## src/rtl/alu_seq_if.sv

```systemverilog
// alu_seq_if: bundle between the instruction sequencer and the datapath.
// master = sequencer side (drives controls), slave = datapath side.
interface alu_seq_if #(
    parameter int unsigned NUM_REGS = 16
);
    logic                Start;
    logic [31:0]         IR_data;
    logic [NUM_REGS-1:0] Rin;
    logic [NUM_REGS-1:0] Rout;
    logic                PCout;
    logic                ZLOout;
    logic                ZHIout;
    logic                MDRout;
    logic                MARin;
    logic                Zin;
    logic                PCin;
    logic                MDRin;
    logic                IRin;
    logic                Yin;
    logic                LOin;
    logic                HIin;
    logic                IncrementPC;
    logic                Read;
    logic [4:0]          ALUControl;
    logic                Busy;
    logic                Done;
    logic                Error;

    modport master (
        input  Start, IR_data,
        output Rin, Rout, PCout, ZLOout, ZHIout, MDRout,
        output MARin, Zin, PCin, MDRin, IRin, Yin, LOin, HIin,
        output IncrementPC, Read, ALUControl, Busy, Done, Error
    );

    modport slave (
        output Start, IR_data,
        input  Rin, Rout, PCout, ZLOout, ZHIout, MDRout,
        input  MARin, Zin, PCin, MDRin, IRin, Yin, LOin, HIin,
        input  IncrementPC, Read, ALUControl, Busy, Done, Error
    );
endinterface

```

## src/rtl/alu_instr_sequencer.sv

```systemverilog
// alu_instr_sequencer: fetch / decode / execute control-step sequencer for
// the register-register ALU datapath. Every control output is registered
// from the current step, so each step's controls appear one cycle after the
// state is entered. Optional feature macro: ALU_SEQ_ILLEGAL_TRAP_EN
// (illegal opcode / register index aborts after fetch and raises Error).
module alu_instr_sequencer #(
    parameter int unsigned NUM_REGS = 16,
    parameter int unsigned SEL_W    = 4,
    parameter int unsigned MEM_WAIT = 1
) (
    input  logic      Clock,
    input  logic      Reset_n,
    alu_seq_if.master bus
);
    localparam int unsigned WAIT_W = (MEM_WAIT > 1) ? $clog2(MEM_WAIT) : 1;
    localparam logic [WAIT_W-1:0] WAIT_LAST = WAIT_W'(MEM_WAIT - 1);
    localparam logic [4:0] OP_PASS = 5'b00000;
    localparam logic [4:0] OP_MUL  = 5'b01111;
    localparam logic [4:0] OP_DIV  = 5'b10000;

    typedef enum logic [2:0] {
        S_IDLE, S_T0, S_T1, S_T2, S_T3, S_T4, S_T5, S_T6
    } state_t;

    typedef struct packed {
        logic [NUM_REGS-1:0] rin;
        logic [NUM_REGS-1:0] rout;
        logic                pc_out;
        logic                zlo_out;
        logic                zhi_out;
        logic                mdr_out;
        logic                mar_in;
        logic                z_in;
        logic                pc_in;
        logic                mdr_in;
        logic                ir_in;
        logic                y_in;
        logic                lo_in;
        logic                hi_in;
        logic                inc_pc;
        logic                read;
        logic [4:0]          alu_ctrl;
        logic                busy;
        logic                done;
    } ctrl_t;

    state_t            state_q, state_d;
    logic [WAIT_W-1:0] wait_q, wait_d;
    ctrl_t             ctrl_q, ctrl_d;
    logic              error_q, error_d;
    logic              trap_c;
    logic              unused_ir;

    logic [4:0]        opcode;
    logic [SEL_W-1:0]  ra, rb, rc;

    assign opcode    = bus.IR_data[31:27];
    assign ra        = bus.IR_data[26 -: SEL_W];
    assign rb        = bus.IR_data[22 -: SEL_W];
    assign rc        = bus.IR_data[18 -: SEL_W];
    assign unused_ir = ^bus.IR_data;

    // One-hot register select; an index past NUM_REGS selects nothing.
    function automatic logic [NUM_REGS-1:0] sel_onehot(input logic [SEL_W-1:0] sel);
        logic [NUM_REGS-1:0] oh;
        oh = '0;
        for (int unsigned i = 0; i < NUM_REGS; i++) begin
            oh[i] = (32'(sel) == i);
        end
        return oh;
    endfunction

`ifdef ALU_SEQ_ILLEGAL_TRAP_EN
    function automatic logic idx_bad(input logic [SEL_W-1:0] sel);
        return (32'(sel) >= NUM_REGS);
    endfunction

    // Legal ALU opcodes are 00011..10000 and all three register fields in range.
    assign trap_c = (opcode < 5'b00011) || (opcode > OP_DIV) ||
                    idx_bad(ra) || idx_bad(rb) || idx_bad(rc);
`else
    assign trap_c = 1'b0;
`endif

    // Next step, wait counter, error flag and the controls for the current step.
    always_comb begin
        state_d = state_q;
        wait_d  = wait_q;
        error_d = error_q;
        ctrl_d  = '0;
        case (state_q)
            S_IDLE: begin
                if (bus.Start) begin
                    state_d = S_T0;
                    error_d = 1'b0;
                end
            end
            S_T0: begin
                ctrl_d.pc_out   = 1'b1;
                ctrl_d.mar_in   = 1'b1;
                ctrl_d.z_in     = 1'b1;
                ctrl_d.alu_ctrl = OP_PASS;
                ctrl_d.busy     = 1'b1;
                wait_d          = '0;
                state_d         = S_T1;
            end
            S_T1: begin
                ctrl_d.zlo_out = 1'b1;
                ctrl_d.read    = 1'b1;
                ctrl_d.mdr_in  = 1'b1;
                ctrl_d.busy    = 1'b1;
                if (wait_q == '0) begin
                    ctrl_d.pc_in  = 1'b1;
                    ctrl_d.inc_pc = 1'b1;
                end
                if (wait_q == WAIT_LAST) begin
                    wait_d  = '0;
                    state_d = S_T2;
                end else begin
                    wait_d = wait_q + WAIT_W'(1);
                end
            end
            S_T2: begin
                ctrl_d.mdr_out = 1'b1;
                ctrl_d.ir_in   = 1'b1;
                ctrl_d.busy    = 1'b1;
                state_d        = S_T3;
            end
            S_T3: begin
                if (trap_c) begin
                    error_d = 1'b1;
                    state_d = S_IDLE;
                end else begin
                    ctrl_d.rout = sel_onehot(rb);
                    ctrl_d.y_in = 1'b1;
                    ctrl_d.busy = 1'b1;
                    state_d     = S_T4;
                end
            end
            S_T4: begin
                ctrl_d.rout     = sel_onehot(rc);
                ctrl_d.z_in     = 1'b1;
                ctrl_d.alu_ctrl = opcode;
                ctrl_d.busy     = 1'b1;
                state_d         = S_T5;
            end
            S_T5: begin
                ctrl_d.zlo_out = 1'b1;
                ctrl_d.busy    = 1'b1;
                if ((opcode == OP_MUL) || (opcode == OP_DIV)) begin
                    ctrl_d.lo_in = 1'b1;
                    state_d      = S_T6;
                end else begin
                    ctrl_d.rin  = sel_onehot(ra);
                    ctrl_d.done = 1'b1;
                    state_d     = S_IDLE;
                end
            end
            S_T6: begin
                ctrl_d.zhi_out = 1'b1;
                ctrl_d.hi_in   = 1'b1;
                ctrl_d.done    = 1'b1;
                ctrl_d.busy    = 1'b1;
                state_d        = S_IDLE;
            end
            default: state_d = S_IDLE;
        endcase
    end

    // State, wait counter, error flag and registered controls.
    always_ff @(posedge Clock) begin
        if (!Reset_n) begin
            state_q <= S_IDLE;
            wait_q  <= '0;
            ctrl_q  <= '0;
            error_q <= 1'b0;
        end else begin
            state_q <= state_d;
            wait_q  <= wait_d;
            ctrl_q  <= ctrl_d;
            error_q <= error_d;
        end
    end

    assign bus.Rin         = ctrl_q.rin;
    assign bus.Rout        = ctrl_q.rout;
    assign bus.PCout       = ctrl_q.pc_out;
    assign bus.ZLOout      = ctrl_q.zlo_out;
    assign bus.ZHIout      = ctrl_q.zhi_out;
    assign bus.MDRout      = ctrl_q.mdr_out;
    assign bus.MARin       = ctrl_q.mar_in;
    assign bus.Zin         = ctrl_q.z_in;
    assign bus.PCin        = ctrl_q.pc_in;
    assign bus.MDRin       = ctrl_q.mdr_in;
    assign bus.IRin        = ctrl_q.ir_in;
    assign bus.Yin         = ctrl_q.y_in;
    assign bus.LOin        = ctrl_q.lo_in;
    assign bus.HIin        = ctrl_q.hi_in;
    assign bus.IncrementPC = ctrl_q.inc_pc;
    assign bus.Read        = ctrl_q.read;
    assign bus.ALUControl  = ctrl_q.alu_ctrl;
    assign bus.Busy        = ctrl_q.busy;
    assign bus.Done        = ctrl_q.done;
    assign bus.Error       = error_q;
endmodule

```

## src/flat_wrapper.sv

```systemverilog
// flat-port wrapper written by rule: the top's interface ports become plain ports
module alu_instr_sequencer_flat 
#(
    parameter int unsigned NUM_REGS = 16,
    parameter int unsigned SEL_W    = 4,
    parameter int unsigned MEM_WAIT = 1
)
  (Clock, Reset_n, bus_Start, bus_IR_data, bus_Rin, bus_Rout, bus_PCout, bus_ZLOout, bus_ZHIout, bus_MDRout, bus_MARin, bus_Zin, bus_PCin, bus_MDRin, bus_IRin, bus_Yin, bus_LOin, bus_HIin, bus_IncrementPC, bus_Read, bus_ALUControl, bus_Busy, bus_Done, bus_Error);
  alu_seq_if #(.NUM_REGS(NUM_REGS)) bus_i ();
  input  logic Clock;
  input  logic Reset_n;
  input wire logic [$bits(bus_i.Start)-1:0] bus_Start;
  input wire logic [$bits(bus_i.IR_data)-1:0] bus_IR_data;
  output wire logic [$bits(bus_i.Rin)-1:0] bus_Rin;
  output wire logic [$bits(bus_i.Rout)-1:0] bus_Rout;
  output wire logic [$bits(bus_i.PCout)-1:0] bus_PCout;
  output wire logic [$bits(bus_i.ZLOout)-1:0] bus_ZLOout;
  output wire logic [$bits(bus_i.ZHIout)-1:0] bus_ZHIout;
  output wire logic [$bits(bus_i.MDRout)-1:0] bus_MDRout;
  output wire logic [$bits(bus_i.MARin)-1:0] bus_MARin;
  output wire logic [$bits(bus_i.Zin)-1:0] bus_Zin;
  output wire logic [$bits(bus_i.PCin)-1:0] bus_PCin;
  output wire logic [$bits(bus_i.MDRin)-1:0] bus_MDRin;
  output wire logic [$bits(bus_i.IRin)-1:0] bus_IRin;
  output wire logic [$bits(bus_i.Yin)-1:0] bus_Yin;
  output wire logic [$bits(bus_i.LOin)-1:0] bus_LOin;
  output wire logic [$bits(bus_i.HIin)-1:0] bus_HIin;
  output wire logic [$bits(bus_i.IncrementPC)-1:0] bus_IncrementPC;
  output wire logic [$bits(bus_i.Read)-1:0] bus_Read;
  output wire logic [$bits(bus_i.ALUControl)-1:0] bus_ALUControl;
  output wire logic [$bits(bus_i.Busy)-1:0] bus_Busy;
  output wire logic [$bits(bus_i.Done)-1:0] bus_Done;
  output wire logic [$bits(bus_i.Error)-1:0] bus_Error;
  assign bus_i.Start = bus_Start;
  assign bus_i.IR_data = bus_IR_data;
  assign bus_Rin = bus_i.Rin;
  assign bus_Rout = bus_i.Rout;
  assign bus_PCout = bus_i.PCout;
  assign bus_ZLOout = bus_i.ZLOout;
  assign bus_ZHIout = bus_i.ZHIout;
  assign bus_MDRout = bus_i.MDRout;
  assign bus_MARin = bus_i.MARin;
  assign bus_Zin = bus_i.Zin;
  assign bus_PCin = bus_i.PCin;
  assign bus_MDRin = bus_i.MDRin;
  assign bus_IRin = bus_i.IRin;
  assign bus_Yin = bus_i.Yin;
  assign bus_LOin = bus_i.LOin;
  assign bus_HIin = bus_i.HIin;
  assign bus_IncrementPC = bus_i.IncrementPC;
  assign bus_Read = bus_i.Read;
  assign bus_ALUControl = bus_i.ALUControl;
  assign bus_Busy = bus_i.Busy;
  assign bus_Done = bus_i.Done;
  assign bus_Error = bus_i.Error;
  alu_instr_sequencer #(.NUM_REGS(NUM_REGS), .SEL_W(SEL_W), .MEM_WAIT(MEM_WAIT)) u_core (.Clock(Clock), .Reset_n(Reset_n), .bus(bus_i));
endmodule
```

## config.mk

```make
export PLATFORM = sky130hd
export DESIGN_NAME = alu_instr_sequencer_flat
export DESIGN_NICKNAME = d
export VERILOG_FILES = /design/src/rtl/alu_seq_if.sv /design/src/rtl/alu_instr_sequencer.sv /design/src/flat_wrapper.sv
export SDC_FILE = /design/constraint.sdc
export NUM_CORES = 1
export LEC_CHECK = 0
export CAP_MARGIN = 20
export CORE_UTILIZATION = 25
export CTS_CLUSTER_SIZE = 16
export DETAILED_ROUTE_END_ITERATION = 16
export GPL_ROUTABILITY_DRIVEN = 0
export SLEW_MARGIN = 10
export SYNTH_ARGS = -nofsm -noshare
export SYNTH_HDL_FRONTEND = slang
export SYNTH_SLANG_ARGS = --single-unit
```

## constraint.sdc

```tcl
create_clock -name Clock -period 1.46 [get_ports Clock]
set_input_delay 0.292 -clock Clock [delete_from_list [all_inputs] [get_ports Clock]]
set_output_delay 0.292 -clock Clock [all_outputs]
set_load 0.005 [all_outputs]
```

==> results of run 1 <==
-- worst paths after layout --
path,endpoint,slack [ns],cells after the start
worst min register to register,u_core.bus.Rout[0]$_SDFF_PN0_,0.55,2
worst max-delay path,bus_Rin[11],0.04,1
worst max register to register,u_core.bus.Rout[6]$_SDFF_PN0_,0.11,3
worst min-delay path,u_core.bus.ALUControl[2]$_SDFF_PN0_,0.39,2
-- repair_timing --
item                       4_1_cts  5_1_grt
cloned                           1        0
setup endpoints to repair       22       57
pin swaps                        1        0
setup buffers                    1        0
resized for setup                6       37
-- metal layers --
metal | vias up | part of all wire [%] | GRT usage, %
li1 | 754 | - | -
met1 | 686 | 46 | 15.0
met2 | 47 | 47 | 19.5
met3 | 7 | 5.1 | 3.43
met4 | 0 | 1.9 | 4.55
met5 | - | 0 | 0
-- cell usage after synthesis --
cell type / n / share of area [%]
and3_2: 1 / 0.42
mux2i_4: 1 / 1.3
nor3_1: 8 / 2.2
nor4_1: 25 / 8.7
buf_2: 2 / 0.56
a21boi_1: 1 / 0.42
buf_4: 10 / 4.2
nand2b_1: 6 / 2.1
dfxtp_1: 51 / 57
o221a_4: 1 / 1.1
o21a_1: 1 / 0.42
mux2i_1: 3 / 1.7
conb_1: 1 / 0.21
inv_1: 3 / 0.63
nand2_1: 9 / 1.9
a21oi_1: 2 / 0.56
and3b_1: 2 / 0.98
o2111ai_1: 2 / 0.98
nand3b_4: 1 / 1.1
a311o_1: 1 / 0.56
and2_1: 3 / 1.0
nand4b_1: 1 / 0.49
nand4_1: 2 / 0.70
o311a_1: 1 / 0.56
nand2_2: 1 / 0.35
nor2_1: 5 / 1.0
nor3b_1: 2 / 0.84
mux2_2: 3 / 1.9
or2_2: 2 / 0.70
buf_6: 2 / 1.3
and3_1: 5 / 1.7
nor2b_1: 4 / 1.4
or4_4: 1 / 0.63
o31a_1: 1 / 0.49
-- stage by stage --
step                      utilization [%]  TNS [ns]  cell area, um2  total power [uW]
after CTS                            40.8  -0.00208            2800              2550
after floorplan                         -         0            1790              1590
after detailed placement             38.8    -10.95            2670              1730
after global placement               38.8    -10.78            2670              1730
after global routing                 42.2  -0.00517            2900              2660
final                                42.2         0            2900              2530
-- final cells by class --
type,count,area [um2],share of cell area (%)
clock buffers,6,72.6,2.50
clock inverters,2,16.3,0.561
inverters,3,11.3,0.388
multi-input cells,96,696,24.0
flip-flops and latches,51,1030,35.6
well taps,96,120,4.14
repair buffers,91,950,32.8
-- sequential cells by signal, indices dropped and copies added, names as in the netlist --
register               cells
u_core.bus.HIin            1
u_core.bus.ALUControl      5
u_core.bus.Yin             1
u_core.bus.ZLOout          1
u_core.state_q             3
u_core.bus.Rin            16
u_core.bus.MARin           1
u_core.bus.PCin            1
u_core.bus.Busy            1
u_core.bus.MDRin           1
u_core.bus.Done            1
u_core.bus.IRin            1
u_core.bus.Zin             1
u_core.bus.LOin            1
u_core.bus.Rout           16
-- power breakdown --
| part | internal (uW) | switching, uW |
|---|---|---|
| registers | 1410 | 14.9 |
| logic | 160 | 127 |
| clock network | 345 | 475 |
| total | 1920 | 617 |
-- cell families (layout without fill, tap and decap cells) --
family	Yosys count	in the layout	share of synthesized area [%]
flip-flops	51	51	56.9
AO/OA/AOI/OAI	10	10	5.09
other	1	1	0.209
multiplexers	7	7	4.81
buffers and inverters	17	102	6.62
AND/OR/NAND/NOR	78	78	26.4
==> out/results.md, run 1 <==
Critical path
• Critical Path, Cell by Cell: clkdlybuf4s50_1
• max incr delay on CP: 0.50 ns
• Crit-path slowest cell: clkdlybuf4s50_1
• Worst path top cell family by delay: buffers and inverters
• Crit path buffers/inverters: 1
• CP arrival: 1.13 ns
• Critical Setup Path Class: flop to primary output
• critical path startpoint: u_core.bus.Rin[11]$_SDFF_PP0_
• CP startpoint kind: flop
• critical path peak fanout: 1
• Critical Path RT: 1.17 ns
• kind of capture point of the worst setup path: primary output
• launch instance of the worst register-to-register path: u_core.state_q[1]$_SDFFE_PN0P_

Global route
• wire length of the first global-routing pass: 6870 um
• combined global-route utilization of all metal layers: 12.0%
• pin count of the biggest net entering global routing: 18
• Congestion Overflow GR: 0
• via count of the first global-routing pass: 1,474
• antenna violations before repair: 0

Clock network
• Clock Path Buffers: 2
• cts bufs inserted: 5
• cell at the root of the clock tree: clkbuf_8
• CTS tree: built
• number of H-tree levels: 2
• CTS Sinks: 51
• clock slew at the register clock pins of the worst setup and hold paths: 0.10 ns
• Clock Latency Late Sink: 0.30 ns
• hold-fix buffers at CTS: 0

Die
• initial standard-cell utilization of the core: 26.1%
• Top Ports: 89
• placement row count: 30
• overall die area: 7520 um2
• x dimension of the die: 86.7 um
• die height: 86.7 um
• core area: 6870 um2

Final layout
• leading cell types in the layout, fill and taps excluded: 51 x clkdlybuf4s50_1, 41 x dfxtp_1, 23 x nor4_1, 17 x dlymetal6s2s_1, 15 x buf_4
• fraction of final layout cells with drive strength greater than 1: 22.5%
• total inserted antenna cells: 0
• Final Instance Count excl. Fillers: 345
• number of filler cells placed in the layout: 665
• net count of the finished layout: 283
• commonest non-fill, non-tap cell in the layout: clkdlybuf4s50_1
• layout overhead on the synthesized area: 61.6%

Placed design
• number of placed cells counting well taps: 335
• pre-CTS WS: -0.424 ns
• Detailed Place HPWL: 3060 um
• number of port buffers: 72

Route
• vias post-DR: 1,494
• count of antenna-violating nets left after detailed routing: 0
• detailed-routing iteration count for the pre-antenna-repair pass: 4
• drt via density: 4.33
• routed len/inst: 12.2 um
• final wirelength: 4200 um
• post-detailed-route DRC marker count: 0
• initial DRC count: 61

STA
• slew at the pin closest to its max-slew limit: 0.487 ns
• final count of hold timing violations: 0
• crit path setup slack, layout: 0.0364 ns
• Fin Clk Skew: 0.00635 ns
• total of endpoints with negative setup slack in the final report: 0
• maximum clock frequency: 702 MHz
• Hold Slack: 0.392 ns
• Max-Slew Margin vs Limit: 66.9%
• final max-slew violation count: 0
• post-route fraction of the period consumed by the critical path: 97.5%
• Final Critical Period: 1.42 ns

Synthesis
• fraction of the yosys area taken by sequential cells: 56.9%
• number of distinct library cells after synthesis: 34
• synthesized area per cell: 10.9 um2
• Synth Net Count: 199
• post-synthesis instance area: 1790 um2
• cell count after synthesis: 164
• post-synthesis sequential element count: 51
• number of synthesis warnings: 0

Status
• outcome: completed

Power and ir drop
• cell leakage power: 0.00138 uW
• areal power density over the cells: 874 nW/um2
• worst vdd ir: 0.000378 V

Worst hold path
• type of the tightest min-delay check: input port to flop
• start point of the worst min-delay path: bus_IR_data[29]

Flow run
• # Max-Cap Violations: 0

(Power assumes the default switching activity.)
==> run 2, diff against run 1 <==
Settings changed: CORE_ASPECT_RATIO from default to 1.75, HOLD_SLACK_MARGIN from default to 0.05.
==> out/results.md, run 2 (synthesized netlist as in run 1, its figures left out) <==
Final layout
• number of filler cells placed in the layout: 668, +0.45%
• net count of the finished layout: 284, +0.35%
• leading cell types in the layout, fill and taps excluded: 66 x clkdlybuf4s50_1, 47 x dfxtp_1, 23 x nor4_1, 14 x buf_4, 9 x nand2_1
• commonest non-fill, non-tap cell in the layout: clkdlybuf4s50_1
• layout overhead on the synthesized area: 63.8%
• Post-Layout Inst Area: 2940 um2, +1.4%
• Final Instance Count excl. Fillers: 334, -3.2%
• fraction of final layout cells with drive strength greater than 1: 20.0%, -2.5 points
• total inserted antenna cells: 0, unchanged

STA
• Fin Clk Skew: 0.00483 ns, -0.00152 ns
• Final Critical Period: 1.43 ns, +0.00174 ns
• maximum clock frequency: 702 MHz, -0.12%
• Hold Slack: 0.282 ns, -0.110 ns
• slew at the pin closest to its max-slew limit: 0.490 ns, +0.00259 ns
• Max-Slew Margin vs Limit: 66.7%, -0.18 points
• final max-slew violation count: 0, unchanged
• total of endpoints with negative setup slack in the final report: 0, unchanged
• unrepaired setup endpoints after global routing: no
• post-route fraction of the period consumed by the critical path: 97.6%, +0.12 points
• final count of hold timing violations: 0, unchanged
• summed negative setup slack over all endpoints: 0 ns, unchanged

Die
• Top Ports: 89, unchanged
• core area: 6910 um2, +0.55%
• overall die area: 7530 um2, +0.18%
• x dimension of the die: 66.0 um, -24%
• die height: 114 um, +32%
• placement row count: 40, +33%
• initial standard-cell utilization of the core: 26.0%, -0.14 points

Route
• detailed-routing iteration count for the pre-antenna-repair pass: 4, unchanged
• post-detailed-route DRC marker count: 0, unchanged
• routed len/inst: 13.4 um, +10%
• final wirelength: 4480 um, +6.7%
• count of antenna-violating nets left after detailed routing: 0, unchanged
• vias post-DR: 1,537, +2.9%
• drt via density: 4.60, +6.3%
• initial DRC count: 96, +57%

Clock network
• CTS tree: built
• Clock Path Buffers: 2, unchanged
• cts bufs inserted: 5, unchanged
• cell at the root of the clock tree: clkbuf_16
• clock slew at the register clock pins of the worst setup and hold paths: 0.06 ns, -0.04 ns
• CTS Sinks: 51, unchanged
• number of H-tree levels: 2, unchanged
• Clock Latency Late Sink: 0.29 ns, about the same

Global route
• wire length of the first global-routing pass: 6580 um, -4.3%
• antenna violations before repair: 0, unchanged
• Congestion Overflow GR: 0, unchanged
• via count of the first global-routing pass: 1,411, -4.3%
• pin count of the biggest net entering global routing: 18, unchanged
• combined global-route utilization of all metal layers: 12.2%, +0.19 points

Power and ir drop
• total power: 2940 uW, +16%
• clock network fraction of design power: 41.4%, +9.0 points
• areal power density over the cells: 1000 nW/um2, +14%
• worst vdd ir: 0.000547 V, +45%
• reported net switching power: 636 uW, +3.0%
• cell leakage power: 0.00115 uW, -17%
• Flop pwr share: 48.6%, -7.7 points
• proportion of total power due to net switching: 21.6%, -2.7 points
• Pint: 2300 uW, +20%
• combinational group share of total power: 10.0%, -1.3 points

Placed design
• number of placed cells counting well taps: 322, -3.9%
• total cell area at the placement stage: 2660 um2, -0.38%
• Detailed Place HPWL: 3250 um, +6.2%
• number of port buffers: 72, unchanged

Critical path
• CP startpoint kind: input port
• Critical Setup Path Class: input port to flop
• Critical Path, Cell by Cell: dlygate4sd2_1 -> or4_4 -> mux2i_4 -> buf_6 -> buf_16 -> o21a_1
• kind of capture point of the worst setup path: flop
• critical path peak fanout: 10, +9
• CP arrival: 1.66 ns, +0.53 ns
• Critical Path RT: 1.69 ns, +0.52 ns
• reg2reg path depth: 4, +1
• Crit-path slowest cell: or4_4
• max incr delay on CP: 0.49 ns, about the same

Flow run
• # Max-Cap Violations: 0, unchanged

Status
• outcome: completed

Worst hold path
• type of the tightest min-delay check: input port to flop
• Hold Path Cell Cnt: 2, unchanged

-- run 2: metrics by stage --
stage,worst slack [ns],utilization (%)
finish,0.0346,42.6
global route,0.00110,42.6
CTS,0.00641,42.1
detailed placement,-0.414,38.5
global placement,-0.404,38.5
floorplan,0.0849,-
-- run 2: final cells by class --
cell class	count	area, um2	area share (%)
flip-flops and latches	51	1030	35.0
repair buffers	92	941	32.0
multi-input cells	96	693	23.6
clock buffers	7	153	5.19
well taps	84	105	3.58
inverters	3	11.3	0.383
clock inverters	1	7.51	0.255
-- run 2: worst paths after layout --
kind	startpoint	to	slack, ns
max	bus_IR_data[30]	u_core.state_q[0]$_SDFFE_PN0P_	0.03
min	bus_IR_data[27]	u_core.bus.ALUControl[0]$_SDFF_PN0_	0.28
min reg2reg	u_core.state_q[1]$_SDFFE_PN0P_	u_core.bus.Done$_SDFF_PN0_	0.48
max reg2reg	u_core.state_q[1]$_SDFFE_PN0P_	u_core.bus.Rout[12]$_SDFF_PN0_	0.09
-- run 2: power by group through the flow --
stage | registers, uW | logic, uW | clock network, uW
2_1_floorplan | 1450 | 135 | 0
3_3_place_gp | 1460 | 268 | 0
3_5_place_dp | 1460 | 270 | 0
4_1_cts | 1430 | 288 | 1260
5_1_grt | 1430 | 313 | 1300
6_report | 1430 | 293 | 1220
-- run 2: worst max-delay path, delay by kind of cell --
kind,cells,cell delay (ns)
buffers and inverters,3,0.51
AND/OR/NAND/NOR,1,0.49
multiplexers,1,0.25
AO/OA/AOI/OAI,1,0.12
-- run 2: routing by layer --
metal | vias up | GRT usage (%) | share of wire [%] | routed length, um
met5 | - | 0 | 0 | 0
met4 | 0 | 6.38 | 2.3 | 105
met3 | 7 | 3.29 | 5.1 | 229
met2 | 57 | 22.9 | 56 | 2520
met1 | 719 | 11.5 | 36 | 1630
li1 | 754 | - | - | -
-- run 2: timing repair --
| item | CTS | global route |
|---|---|---|
| gates cloned | 2 | 0 |
| hold endpoints to repair | 0 | 0 |
| hold buffers | 0 | 0 |
| endpoints found under the setup margin | 37 | 33 |
| resized for setup | 15 | 11 |
| setup buffers | 2 | 0 |
| pin swaps | 1 | 0 |
==> run 3, diff against run 2 <==
Settings changed: ABC_AREA from default to 0, PLACE_DENSITY from default to 0.58.
==> out/results.md, run 3 (synthesized netlist as in run 1, its figures left out) <==
Final layout
• Sequential cell area: 1030 um2, -0.12%
• post-route core utilization: 43.2%, +0.65 points
• total inserted antenna cells: 0, unchanged
• number of filler cells placed in the layout: 681, +1.9%
• combined area of the multi-input logic cells: 683 um2, -1.4%
• fraction of final layout cells with drive strength greater than 1: 20.6%, +0.55 points
• net count of the finished layout: 288, +1.4%
• leading cell types in the layout, fill and taps excluded: 66 x clkdlybuf4s50_1, 46 x dfxtp_1, 25 x nor4_1, 18 x buf_4, 9 x nand2_1
• layout overhead on the synthesized area: 66.3%
• commonest non-fill, non-tap cell in the layout: clkdlybuf4s50_1

Clock network
• CTS Sinks: 51, unchanged
• cell at the root of the clock tree: clkbuf_16
• hold-fix buffers at CTS: 0, unchanged
• CTS tree: built
• cts bufs inserted: 5, unchanged
• Clock Latency Late Sink: 0.29 ns, about the same
• number of H-tree levels: 2, unchanged
• clock slew at the register clock pins of the worst setup and hold paths: 0.06 ns, about the same
• Clock Path Buffers: 2, unchanged

Critical path
• max incr delay on CP: 0.49 ns, about the same
• Crit-path slowest cell: or4_4
• Critical Path, Cell by Cell: dlygate4sd2_1 -> or4_4 -> mux2i_4 -> buf_12 -> clkbuf_16 -> nor4_1
• Critical Path RT: 1.64 ns, -0.05 ns
• Critical Setup Path Class: input port to flop
• kind of capture point of the worst setup path: flop
• CP startpoint kind: input port
• CP arrival: 1.61 ns, -0.05 ns
• critical path peak fanout: 5, -5

Global route
• combined global-route utilization of all metal layers: 12.7%, +0.55 points
• wire length of the first global-routing pass: 6850 um, +4.2%
• antenna violations before repair: 0, unchanged
• via count of the first global-routing pass: 1,447, +2.6%
• Congestion Overflow GR: 0, unchanged
• pin count of the biggest net entering global routing: 18, unchanged

Power and ir drop
• cell leakage power: 0.00118 uW, +2.6%
• areal power density over the cells: 1010 nW/um2, +0.98%
• worst vdd ir: 0.000391 V, -29%

Die
• initial standard-cell utilization of the core: 26.0%, unchanged
• x dimension of the die: 66.0 um, unchanged
• core area: 6910 um2, unchanged
• die height: 114 um, unchanged
• Top Ports: 89, unchanged
• overall die area: 7530 um2, unchanged
• placement row count: 40, unchanged

STA
• Hold Slack: 0.376 ns, +0.0941 ns
• summed negative setup slack over all endpoints: 0 ns, unchanged
• unrepaired setup endpoints after global routing: no
• post-route fraction of the period consumed by the critical path: 97.8%, +0.15 points
• maximum clock frequency: 700 MHz, -0.16%
• Fin Clk Skew: 0.00549 ns, +0.000660 ns
• Final Critical Period: 1.43 ns, +0.00226 ns
• final count of hold timing violations: 0, unchanged
• final max-slew violation count: 0, unchanged
• total of endpoints with negative setup slack in the final report: 0, unchanged

Route
• initial DRC count: 50, -48%
• post-detailed-route DRC marker count: 0, unchanged
• detailed-routing iteration count for the pre-antenna-repair pass: 4, unchanged
• vias post-DR: 1,517, -1.3%
• routed len/inst: 13.2 um, -1.7%
• drt via density: 4.50, -2.2%
• count of antenna-violating nets left after detailed routing: 0, unchanged
• final wirelength: 4450 um, -0.78%

Placed design
• number of port buffers: 72, unchanged
• Detailed Place HPWL: 3370 um, +3.8%

Worst hold path
• type of the tightest min-delay check: input port to flop

Status
• outcome: completed

Flow run
• # Max-Cap Violations: 0, unchanged

==> run 3: worst paths after layout <==
path	startpoint	to	slack, ns	cells past startpoint
max reg2reg	u_core.state_q[1]$_SDFFE_PN0P_	u_core.bus.Rout[3]$_SDFF_PN0_	0.12	4
max	bus_IR_data[29]	u_core.bus.Rin[11]$_SDFF_PP0_	0.03	6
min reg2reg	u_core.state_q[2]$_SDFFE_PN0P_	u_core.bus.Rout[0]$_SDFF_PN0_	0.56	2
min	bus_IR_data[28]	u_core.bus.ALUControl[1]$_SDFF_PN0_	0.38	2
==> run 3: area by class of cell <==
type / instances / area share, %
inverter: 3 / 0.377
tap: 84 / 3.52
timing repair buffer: 96 / 33.5
multi-input combinational: 96 / 22.9
clock buffer: 6 / 4.32
clock inverter: 1 / 1.01
sequential: 51 / 34.4
==> run 3: stage by stage <==
| stage | area (um2) | power [uW] | cells | setup slack (ns) |
|---|---|---|---|---|
| after floorplan | 1790 | 1590 | 164 | 0.0849 |
| after global placement | 2690 | 1740 | 326 | -0.406 |
| after detailed placement | 2690 | 1750 | 326 | -0.413 |
| after CTS | 2930 | 3040 | 336 | 0.00288 |
| after global routing | 2980 | 3120 | 337 | 0.00224 |
| final | 2980 | 3010 | 337 | 0.0324 |
==> run 3: report_power, final <==
| part | internal, uW | switching (uW) | leakage [uW] | total, uW |
|---|---|---|---|---|
| sequential | 1410 | 13.9 | 0.000414 | 1430 |
| clock | 799 | 474 | 0.0000769 | 1270 |
| combinational | 180 | 134 | 0.000686 | 314 |
==> run 3: layer usage <==
metal,global-route usage (%),vias up,share of wire (%)
li1,-,764,-
met5,0,-,0
met2,25.1,49,58
met1,10.5,695,34
met4,7.66,0,2.9
met3,3.39,9,4.8
==> run 3: critical path, delay by kind of cell <==
kind,cells,cell delay [ns]
buffers and inverters,3,0.54
multiplexers,1,0.23
AND/OR/NAND/NOR,2,0.53
==> run 3: timing repair <==
action | in CTS | in global routing
setup endpoints to repair | 32 | 27
resized for setup | 11 | 11
buffers inserted | 1 | 0
gates cloned | 2 | 1
pin swaps | 1 | 1
